$ cat src/rtl/demux_1to10.sv
// demux_1to10: single-entry 1-to-10 router.
// One held word (data + channel select) is presented on a shared data bus with a
// one-hot valid per channel. Words with a select of 10..15 are dropped and counted.
//
// Handshake: a word is accepted on a rising edge where in_valid && in_ready, and a
// held word is delivered on a rising edge where out_valid[k] && out_ready[k]. The
// producer may not rely on in_ready before driving in_valid; the consumer of
// channel k sees out_valid[k] stay high with out_data stable until it takes the word.
module demux_1to10 #(
  parameter int WIDTH = 8
) (
  input  logic             clk,
  input  logic             rst,
  input  logic [WIDTH-1:0] in_data,
  input  logic [3:0]       in_sel,
  input  logic             in_valid,
  output logic             in_ready,
  output logic [WIDTH-1:0] out_data,
  output logic [9:0]       out_valid,
  input  logic [9:0]       out_ready,
  output logic             err_sel,
  output logic [7:0]       err_count,
  output logic             dbg_full
);

  typedef enum logic {
    EMPTY = 1'b0,
    HOLD  = 1'b1
  } state_t;

  state_t           state_q, state_d;
  logic [WIDTH-1:0] data_q, data_d;
  logic [3:0]       sel_q, sel_d;
  logic             err_sel_q, err_sel_d;
  logic [7:0]       err_count_q, err_count_d;

  logic deliver;
  logic accept;
  logic legal;

  // Decode the held select into the one-hot channel valid (registers only).
  always_comb begin
    out_valid = '0;
    if (state_q == HOLD) begin
      out_valid = 10'b1 << sel_q;
    end
  end

  // Only the selected channel's ready can complete a delivery.
  assign deliver  = |(out_valid & out_ready);
  // Free slot, or the slot is being vacated this edge; nothing accepted in reset.
  assign in_ready = ~rst & ((state_q == EMPTY) | deliver);
  assign accept   = in_valid & in_ready;
  assign legal    = (in_sel <= 4'd9);

  // Next-state: a legal accept (re)loads the entry, otherwise a delivery empties it.
  always_comb begin
    state_d     = state_q;
    data_d      = data_q;
    sel_d       = sel_q;
    err_sel_d   = 1'b0;
    err_count_d = err_count_q;
    if (accept && legal) begin
      state_d = HOLD;
      data_d  = in_data;
      sel_d   = in_sel;
    end else if (deliver) begin
      state_d = EMPTY;
    end
    if (accept && !legal) begin
      err_sel_d = 1'b1;
      if (err_count_q != 8'hFF) begin
        err_count_d = err_count_q + 8'd1;
      end
    end
  end

  // State and entry registers with synchronous reset.
  always_ff @(posedge clk) begin
    if (rst) begin
      state_q     <= EMPTY;
      data_q      <= '0;
      sel_q       <= '0;
      err_sel_q   <= 1'b0;
      err_count_q <= '0;
    end else begin
      state_q     <= state_d;
      data_q      <= data_d;
      sel_q       <= sel_d;
      err_sel_q   <= err_sel_d;
      err_count_q <= err_count_d;
    end
  end

  assign out_data  = data_q;
  assign err_sel   = err_sel_q;
  assign err_count = err_count_q;
  assign dbg_full  = (state_q == HOLD);

endmodule

$ cat config.mk
export PLATFORM = sky130hd
export DESIGN_NAME = demux_1to10
export DESIGN_NICKNAME = d
export VERILOG_FILES = /design/src/rtl/demux_1to10.sv
export SDC_FILE = /design/constraint.sdc
export NUM_CORES = 1
export LEC_CHECK = 0
export ABC_AREA = 1
export CORE_MARGIN = 4
export CORE_UTILIZATION = 42
export DETAILED_ROUTE_END_ITERATION = 10
export PLACE_DENSITY = 0.78
export SYNTH_ARGS = -nofsm -noshare
export SYNTH_HDL_FRONTEND = slang
export SYNTH_SLANG_ARGS = --single-unit
$ cat constraint.sdc
create_clock -name clk -period 2 [get_ports clk]
set_input_delay 0.4 -clock clk [delete_from_list [all_inputs] [get_ports clk]]
set_output_delay 0.4 -clock clk [all_outputs]
set_load 0.05 [all_outputs]
Yosys cells after proc, flatten, opt, wreduce, memory -nomap -nowiden:

Cells that the tools add are included.

* memory bits (read-only): 0
* flip-flop bits (word level): 22
* RAM bits: 0
* output and inout port bits: 29
* bits of input ports: 25
* memories kept: 0
* bits in latches: 0

* reduce and logical (&&, ||, !) cells: 6
* shift operators: 1
* divide/modulo/power cells: 0
* bitwise gates (word level): 6
* equal/unequal tests: 1
* $mul: 0
* magnitude comparators: 1
* muxes and demuxes: 4
* add/subtract/negate cells: 1

Operators by type and width (count)
* 10-bit AND: 1
* 10-bit 2-to-1 mux: 1
* 10-bit OR reduction: 1
* 1-bit by 4-bit left shift with 10-bit output (first input constant): 1
* 8-bit by 1-bit adder with 8-bit output (second input constant): 1
* 8-bit inequality test (second input constant): 1
* 4-bit less-or-equal comparator (second input constant): 1
* 1-bit 2-to-1 mux: 3
* 1-bit AND: 2
* 1-bit logical AND: 2
* 1-bit NOT: 2
* 2-bit AND reduction: 1
* 2-bit nonzero test: 1
* 1-bit zero test: 1
* 1-bit bitwise OR: 1

Longest topological paths before layout:

Gate-level depths: netlist of run 1.

* word-level depth: 9
* mapped depth: 13
* mapped depth without buffers: 13

Worst setup path before layout of run 1:

OpenSTA, ideal clock, no wires.

* path kind: reg-to-output
* start point: reg state_q (netlist: dbg_full)
* end point: out out_valid[4]
* arrival time: 1677 ps
* path slack: -77 ps
* cell stages (with the launch flop): 5
* path buffers: 0
* path through: dfxtp_1 nand2_2 nor2_4 inv_1 nor2_1

* longest elaborated chain between the ends: 1

RTL lines
* start, declared: line 31 `state_t state_q, state_d;`
* start signal, assigned: line 87 `state_q <= state_d;`
* 10-bit 2-to-1 mux: line 44 `if (state_q == HOLD) begin`
* end, declared: line 19 `output logic [9:0] out_valid,`

Every way passes these cells.

Worst setup path after layout of run 1:

* start point: reg sel_q[0]
* end point: out in_ready

* longest elaborated chain between the ends: 6

RTL lines
* start, declared: line 33 `logic [3:0] sel_q, sel_d;`
* start signal, assigned: line 89 `sel_q <= sel_d;`
* 1-bit by 4-bit left shift with 10-bit output: line 45 `out_valid = 10'b1 << sel_q;`
* 10-bit 2-to-1 mux: line 44
* 10-bit AND: line 50 `assign deliver = |(out_valid & out_ready);`
* 10-bit OR reduction: line 50
* 1-bit bitwise OR: line 52 `assign in_ready = ~rst & ((state_q == EMPTY) | deliver);`
* 1-bit AND: line 52
* end, declared: line 17 `output logic in_ready,`

Every way passes these cells.

==> flow_summary.yaml, run 1 <==
run_status:
  outcome: "finished clean"
pwr:
  p_leak_nw: 0.948
  clockPowerShare_pct: 31.4
  p_switching_mw: 0.321
  swShare_pct: 29.1
  power.density_nw_per_um2: 533
  ir_worst_vdd_mv: 0.344
  power_frac_comb_pct: 25.3
  pwr-share-seq_pct: 43.3
  internal_power_mw: 0.779
sta:
  final_hold_viol_count: 0
  fin_crit_ns: 1.95
  finalCritPeriodShare_pct: 97.7
  slew_headroom_pct: 65.7
  slew_viol_final: 0
  fmax_mhz: 512
  rsz0062_at_grt: "true"
  worstMarginPinSlew_ns: 0.513
  clock_skew_ns: 0.00213
  finalSetupTns_ns: 0
  setup_viol_count_final: 0
  worst_slack_ns: 0.0450
detailed_routing:
  wl_per_cell_um: 12.3
  dr.first_iter.drc_count: 69
  wl_um: 3350
  post-route-drc-count: 0
  drt_first_pass_iters: 6
  ant_nets: 0
  viasPerCell: 4.94
  vias: 1345
worst_setup_path:
  crit_type: "register to primary output"
  cp_num_buf_inv: 2
  crit_path_start: "sel_q[0]$_SDFFE_PP0P_"
  reg2reg_from: "err_count[0]$_SDFFE_PP0P_"
  critical_path.cell_chain: "nor2_2 -> nand4_1 -> nand2_1 -> nor2_2 -> nand3_2 -> nand2_2 -> inv_2 -> buf_12"
  cpPeakStageDelay_ns: 0.38
  crit_top_cell: "nor2_2"
  critPathLaunchType: "register"
  cp_slowest_cell: "dfxtp_2"
  worstSetupEndpointType: "primary output"
  cpLargestDelayFamily: "simple AND/OR/NAND/NOR gates"
  critPathRequiredTime_ns: 1.60
  arrival_ns: 1.55
  worstPathMaxFanout: 5
layout:
  multi_input_area_um2: 716
  nets: 268
  n_antenna_cell: 0
  fill_cells: 223
  syn_to_final_growth_pct: 65.2
  post_route_cells_drive_above_1_share_pct: 29.5
  regArea_um2: 457
  finish.utilization_pct: 73.6
placed_design:
  dp_hpwl_um: 2480
  gp_congestion: 0.882
  numPortBuffers: 53
  place_ws_ns: 0.0749
clock_network:
  clkTransAtPathRegs_ns: 0.12
  cts_tree: "built"
  clock_sinks: 22
  insertion_delay_ns: 0.32
  cts_max_path_buffers: 2
  root_buffer: "clkbuf_4"
  htreeDepth: 1
  numCtsBuffers: 3
  cts_hold_buf: 0
floorplanning:
  core_area_um2: 2810
  dieWidth_um: 62.6
  rows: 19
  die_h_um: 62.6
  die_area_um2: 3910
  io_pins: 54
  start_util_pct: 44.6
synthesis:
  ys_types: 23
  netlist_area_um2: 1250
  synthCells: 182
  avgSynthCellArea_um2: 6.87
  synth_seq_area_share_pct: 35.2
  synth_nets: 208
  synth_warnings: 0
  synth-seq-cells: 22
global_routing:
  globalRouteOverflowTotal: 0
  grt_pass1_vias: 1277
  gr-usage-all-layers_pct: 17.8
  grt_max_degree: 21
  antenna_found_initial: 0
  grt_first_pass_wirelength_um: 5690
worst_hold_path:
  hp-start: "out_data[5]$_SDFFE_PP0P_"
  hold_class: "register to register"
run:
  maxCapViolCount: 0
power by group through the flow:
stage | logic [mW] | clock network, mW | registers, mW
floorplan | 0.103 | 0 | 0.536
global placement | 0.266 | 0 | 0.484
detailed placement | 0.268 | 0 | 0.485
CTS | 0.271 | 0.348 | 0.477
global route | 0.300 | 0.368 | 0.480
finish | 0.279 | 0.345 | 0.477
layout by cell type, fill, tap and decap left out:
master           count
nand2_1             20
nand3_4              1
nor3_4               1
a21oi_2              5
clkinv_1             1
nand3_2              6
nand3_1             13
nor3_1               2
buf_12              12
xnor2_1              1
inv_1               18
nor2_2              13
dlygate4sd2_1        1
nand2_2              3
dfxtp_1             17
inv_2                6
buf_4                9
bufinv_16            1
ha_1                 1
nand4_1              2
o21ai_0             13
dfxtp_2              1
clkdlybuf4s50_1     34
dlymetal6s2s_1       4
nor2_1              43
nor2_4               4
dfxtp_4              4
nand2_4              2
clkbuf_4             3
layer usage:
metal	vias to the layer above	wire [um]	track usage (%)
li1	683	-	-
met1	604	1470	22.4
met2	49	1560	28.5
met3	9	234	4.50
met4	0	93	7.71
met5	-	0	0
cell type report:
type	instances	area share (%)
clock buffer	3	1.09
clock inverter	1	1.45
inverter	25	4.55
multi-input combinational	130	34.7
sequential	22	22.1
tap	31	1.88
timing repair buffer	60	34.2
stage by stage:
step / instance area, um^2 / power, mW / hold slack, ns / instances
global route: 2060 / 1.15 / 0.560 / 272
floorplan: 1260 / 0.639 / 0.535 / 182
detailed placement: 1930 / 0.753 / 0.498 / 265
CTS: 2000 / 1.10 / 0.532 / 269
finish: 2060 / 1.10 / 0.527 / 272
global placement: 1930 / 0.750 / 0.490 / 265
cell usage after synthesis:
cell       n  share of area [%]
clkbuf_1   1               0.30
buf_4      1               0.60
nor2_2     4                2.0
inv_1     19                5.7
buf_8      1                1.2
nand2_1   22                6.6
inv_2      5                1.5
o21ai_0   13                5.2
nand2_2    3                1.5
a21oi_2    5                3.5
nor2_1    52                 16
nand3_2    5                4.0
nor2_4     4                3.6
nand3_4    1                1.4
ha_1       1                1.0
nor3_2     1               0.80
nand4_1    2                1.0
xnor2_1    1               0.70
buf_6      2                1.8
clkinv_1   1               0.30
dfxtp_1   22                 35
nand3_1   14                5.6
nor3_1     2               0.80
what timing repair did:
item,in CTS,in global routing
endpoints found under the setup margin,2,5
hold endpoints to repair,0,0
pin swaps,0,2
resized for setup,10,14
setup buffers,0,3
cells by family (layout without fill, tap and decap cells):
group                    count (synthesis)  after routing  synth area share, %
XOR/XNOR                                 1              1                0.701
AO/OA/AOI/OAI                           18             18                 8.71
flip-flops                              22             22                 35.2
AND/OR/NAND/NOR                        110            110                 42.9
adder cells (fa/ha/maj)                  1              1                 1.00
buffers and inverters                   30             89                 11.4
tightest hold or removal path: cells and delay by family (launching register included):
kind | cells | cell delay, ns
and+or+nand+nor | 1 | 0.08
DFF | 1 | 0.34
AOI/OAI and AO/OA | 1 | 0.08
registers in the layout, indices dropped and copies added, names as in the netlist:
| register | count |
|---|---|
| err_count | 8 |
| dbg_full | 1 |
| sel_q | 4 |
| out_data | 8 |
| err_sel | 1 |
final timing paths:
path | end | slack (ns) | depth (start not counted)
setup reg to reg | err_count[7]$_SDFFE_PP0P_ | 0.26 | 10
hold reg to reg | out_data[5]$_SDFFE_PP0P_ | 0.53 | 2
hold / removal | out_data[5]$_SDFFE_PP0P_ | 0.53 | 2
setup / recovery | in_ready | 0.05 | 8
No activity file was read; power rests on OpenSTA's default activity.
==> inputs of run 2 (changes only) <==
==> constraint.sdc (replaced) <==
create_clock -name clk -period 2.1 [get_ports clk]
set_input_delay 0.42 -clock clk [delete_from_list [all_inputs] [get_ports clk]]
set_output_delay 0.42 -clock clk [all_outputs]
set_load 0.05 [all_outputs]
==> flow_summary.yaml, run 2 (same netlist as run 1, synthesis figures left out) <==
run_status:
  outcome: "finished clean"
global_routing:
  antenna_found_initial: 0
  globalRouteOverflowTotal: 0
  gr-usage-all-layers_pct: 15.7
  grt_max_degree: 21
  grt_first_pass_wirelength_um: 5130
  grt_pass1_vias: 1184
detailed_routing:
  ant_nets: 0
  dr.first_iter.drc_count: 41
  post-route-drc-count: 0
  wl_um: 3010
  vias: 1293
  viasPerCell: 4.79
  wl_per_cell_um: 11.1
  drt_first_pass_iters: 4
clock_network:
  root_buffer: "clkbuf_4"
  numCtsBuffers: 3
  clkTransAtPathRegs_ns: 0.12
  cts_hold_buf: 0
  insertion_delay_ns: 0.30
  clock_sinks: 22
  cts_tree: "built"
  cts_max_path_buffers: 2
  htreeDepth: 1
worst_setup_path:
  crit_type: "register to primary output"
  critPathLaunchType: "register"
  cpPeakStageDelay_ns: 0.84
  cpLargestDelayFamily: "buffers and inverters"
  r2r_cells: 12
  cp_num_buf_inv: 1
  cp_slowest_cell: "clkdlybuf4s50_1"
  cp.depth: 1
  worstSetupEndpointType: "primary output"
  critical_path.cell_chain: "clkdlybuf4s50_1"
  worstPathMaxFanout: 5
  arrival_ns: 1.58
  r2r_slack_ns: 0.39
  critPathRequiredTime_ns: 1.68
sta:
  final_hold_viol_count: 0
  slew_headroom_pct: 65.6
  rsz0062_at_grt: "false"
  fin_crit_ns: 2.00
  hold_ws_ns: 0.511
  slew_viol_final: 0
  setup_viol_count_final: 0
  finalCritPeriodShare_pct: 95.2
  finalSetupTns_ns: 0
  fmax_mhz: 500
  clock_skew_ns: 0.00940
  worstMarginPinSlew_ns: 0.514
floorplanning:
  start_util_pct: 44.6
  die_h_um: 62.6
  die_area_um2: 3910
  core_area_um2: 2810
  dieWidth_um: 62.6
  rows: 19
  io_pins: 54
placed_design:
  numPortBuffers: 53
  dp_hpwl_um: 2380
  gp_congestion: 0.854
  post_dp_cell_area_um2: 1850
pwr:
  ir_worst_vdd_mv: 0.419
  power.density_nw_per_um2: 530
  finalPower_mw: 1.02
  p_leak_nw: 0.831
worst_hold_path:
  hold_class: "register to register"
  hold_depth: 2
layout:
  final_common_cell: "nor2_1"
  fin_area_um2: 1930
  n_antenna_cell: 0
  fill_cells: 262
  syn_to_final_growth_pct: 54.6
  post_route_cells_drive_above_1_share_pct: 23.0
  nets: 266
  final_cell_mix: "50 x nor2_1, 42 x clkdlybuf4s50_1, 22 x nand2_1"
run:
  maxCapViolCount: 0
[run 2: changes by cell type in the layout (fill, tap and decap cells not counted), sizes merged]
cell / before / now
dlymetal6s2s: 4 / 0
buf: 21 / 16
clkdlybuf4s50: 34 / 42
dlygate4sd2: 1 / 0
[run 2: metrics by stage]
stage	utilization (%)	setup WS, ns	std cells
floorplan	-	0.00305	182
global placement	65.9	0.143	265
detailed placement	65.9	0.137	265
CTS	67.8	0.0302	269
global route	68.9	0.0138	270
finish	68.9	0.0999	270
[run 2: timing repair]
action / CTS / global route
setup buffers: 0 / 1
gates resized for setup: 0 / 11
setup endpoints to repair: 0 / 1
[run 2: final timing paths]
check / start / to
max: err_count[7]$_SDFFE_PP0P_ / err_count[7]
max reg2reg: sel_q[0]$_SDFFE_PP0P_ / out_data[3]$_SDFFE_PP0P_
min reg2reg: err_count[5]$_SDFFE_PP0P_ / err_count[5]$_SDFFE_PP0P_
min: err_count[5]$_SDFFE_PP0P_ / err_count[5]$_SDFFE_PP0P_
[run 2: power by group]
group | internal (mW) | switching, mW | total (mW)
Combinational | 0.107 | 0.142 | 0.249
Clock | 0.193 | 0.128 | 0.321
Sequential | 0.436 | 0.0176 | 0.454
[run 2: layout make-up]
type | count | area [um^2] | share of cell area [%]
Multi-Input combinational cell | 130 | 677 | 35.0
Timing Repair Buffer | 58 | 616 | 31.9
Sequential cell | 22 | 454 | 23.5
Clock buffer | 3 | 22.5 | 1.17
Inverter | 25 | 93.8 | 4.86
Clock inverter | 1 | 30.0 | 1.55
Tap cell | 31 | 38.8 | 2.01
[run 2: layer usage]
metal	GRT usage, %	part of all wire, %	vias up
met1	20.1	44	562
met5	0	0	-
met2	26.2	48	45
met3	3.24	7.0	4
li1	-	-	682
met4	4.96	0.66	0
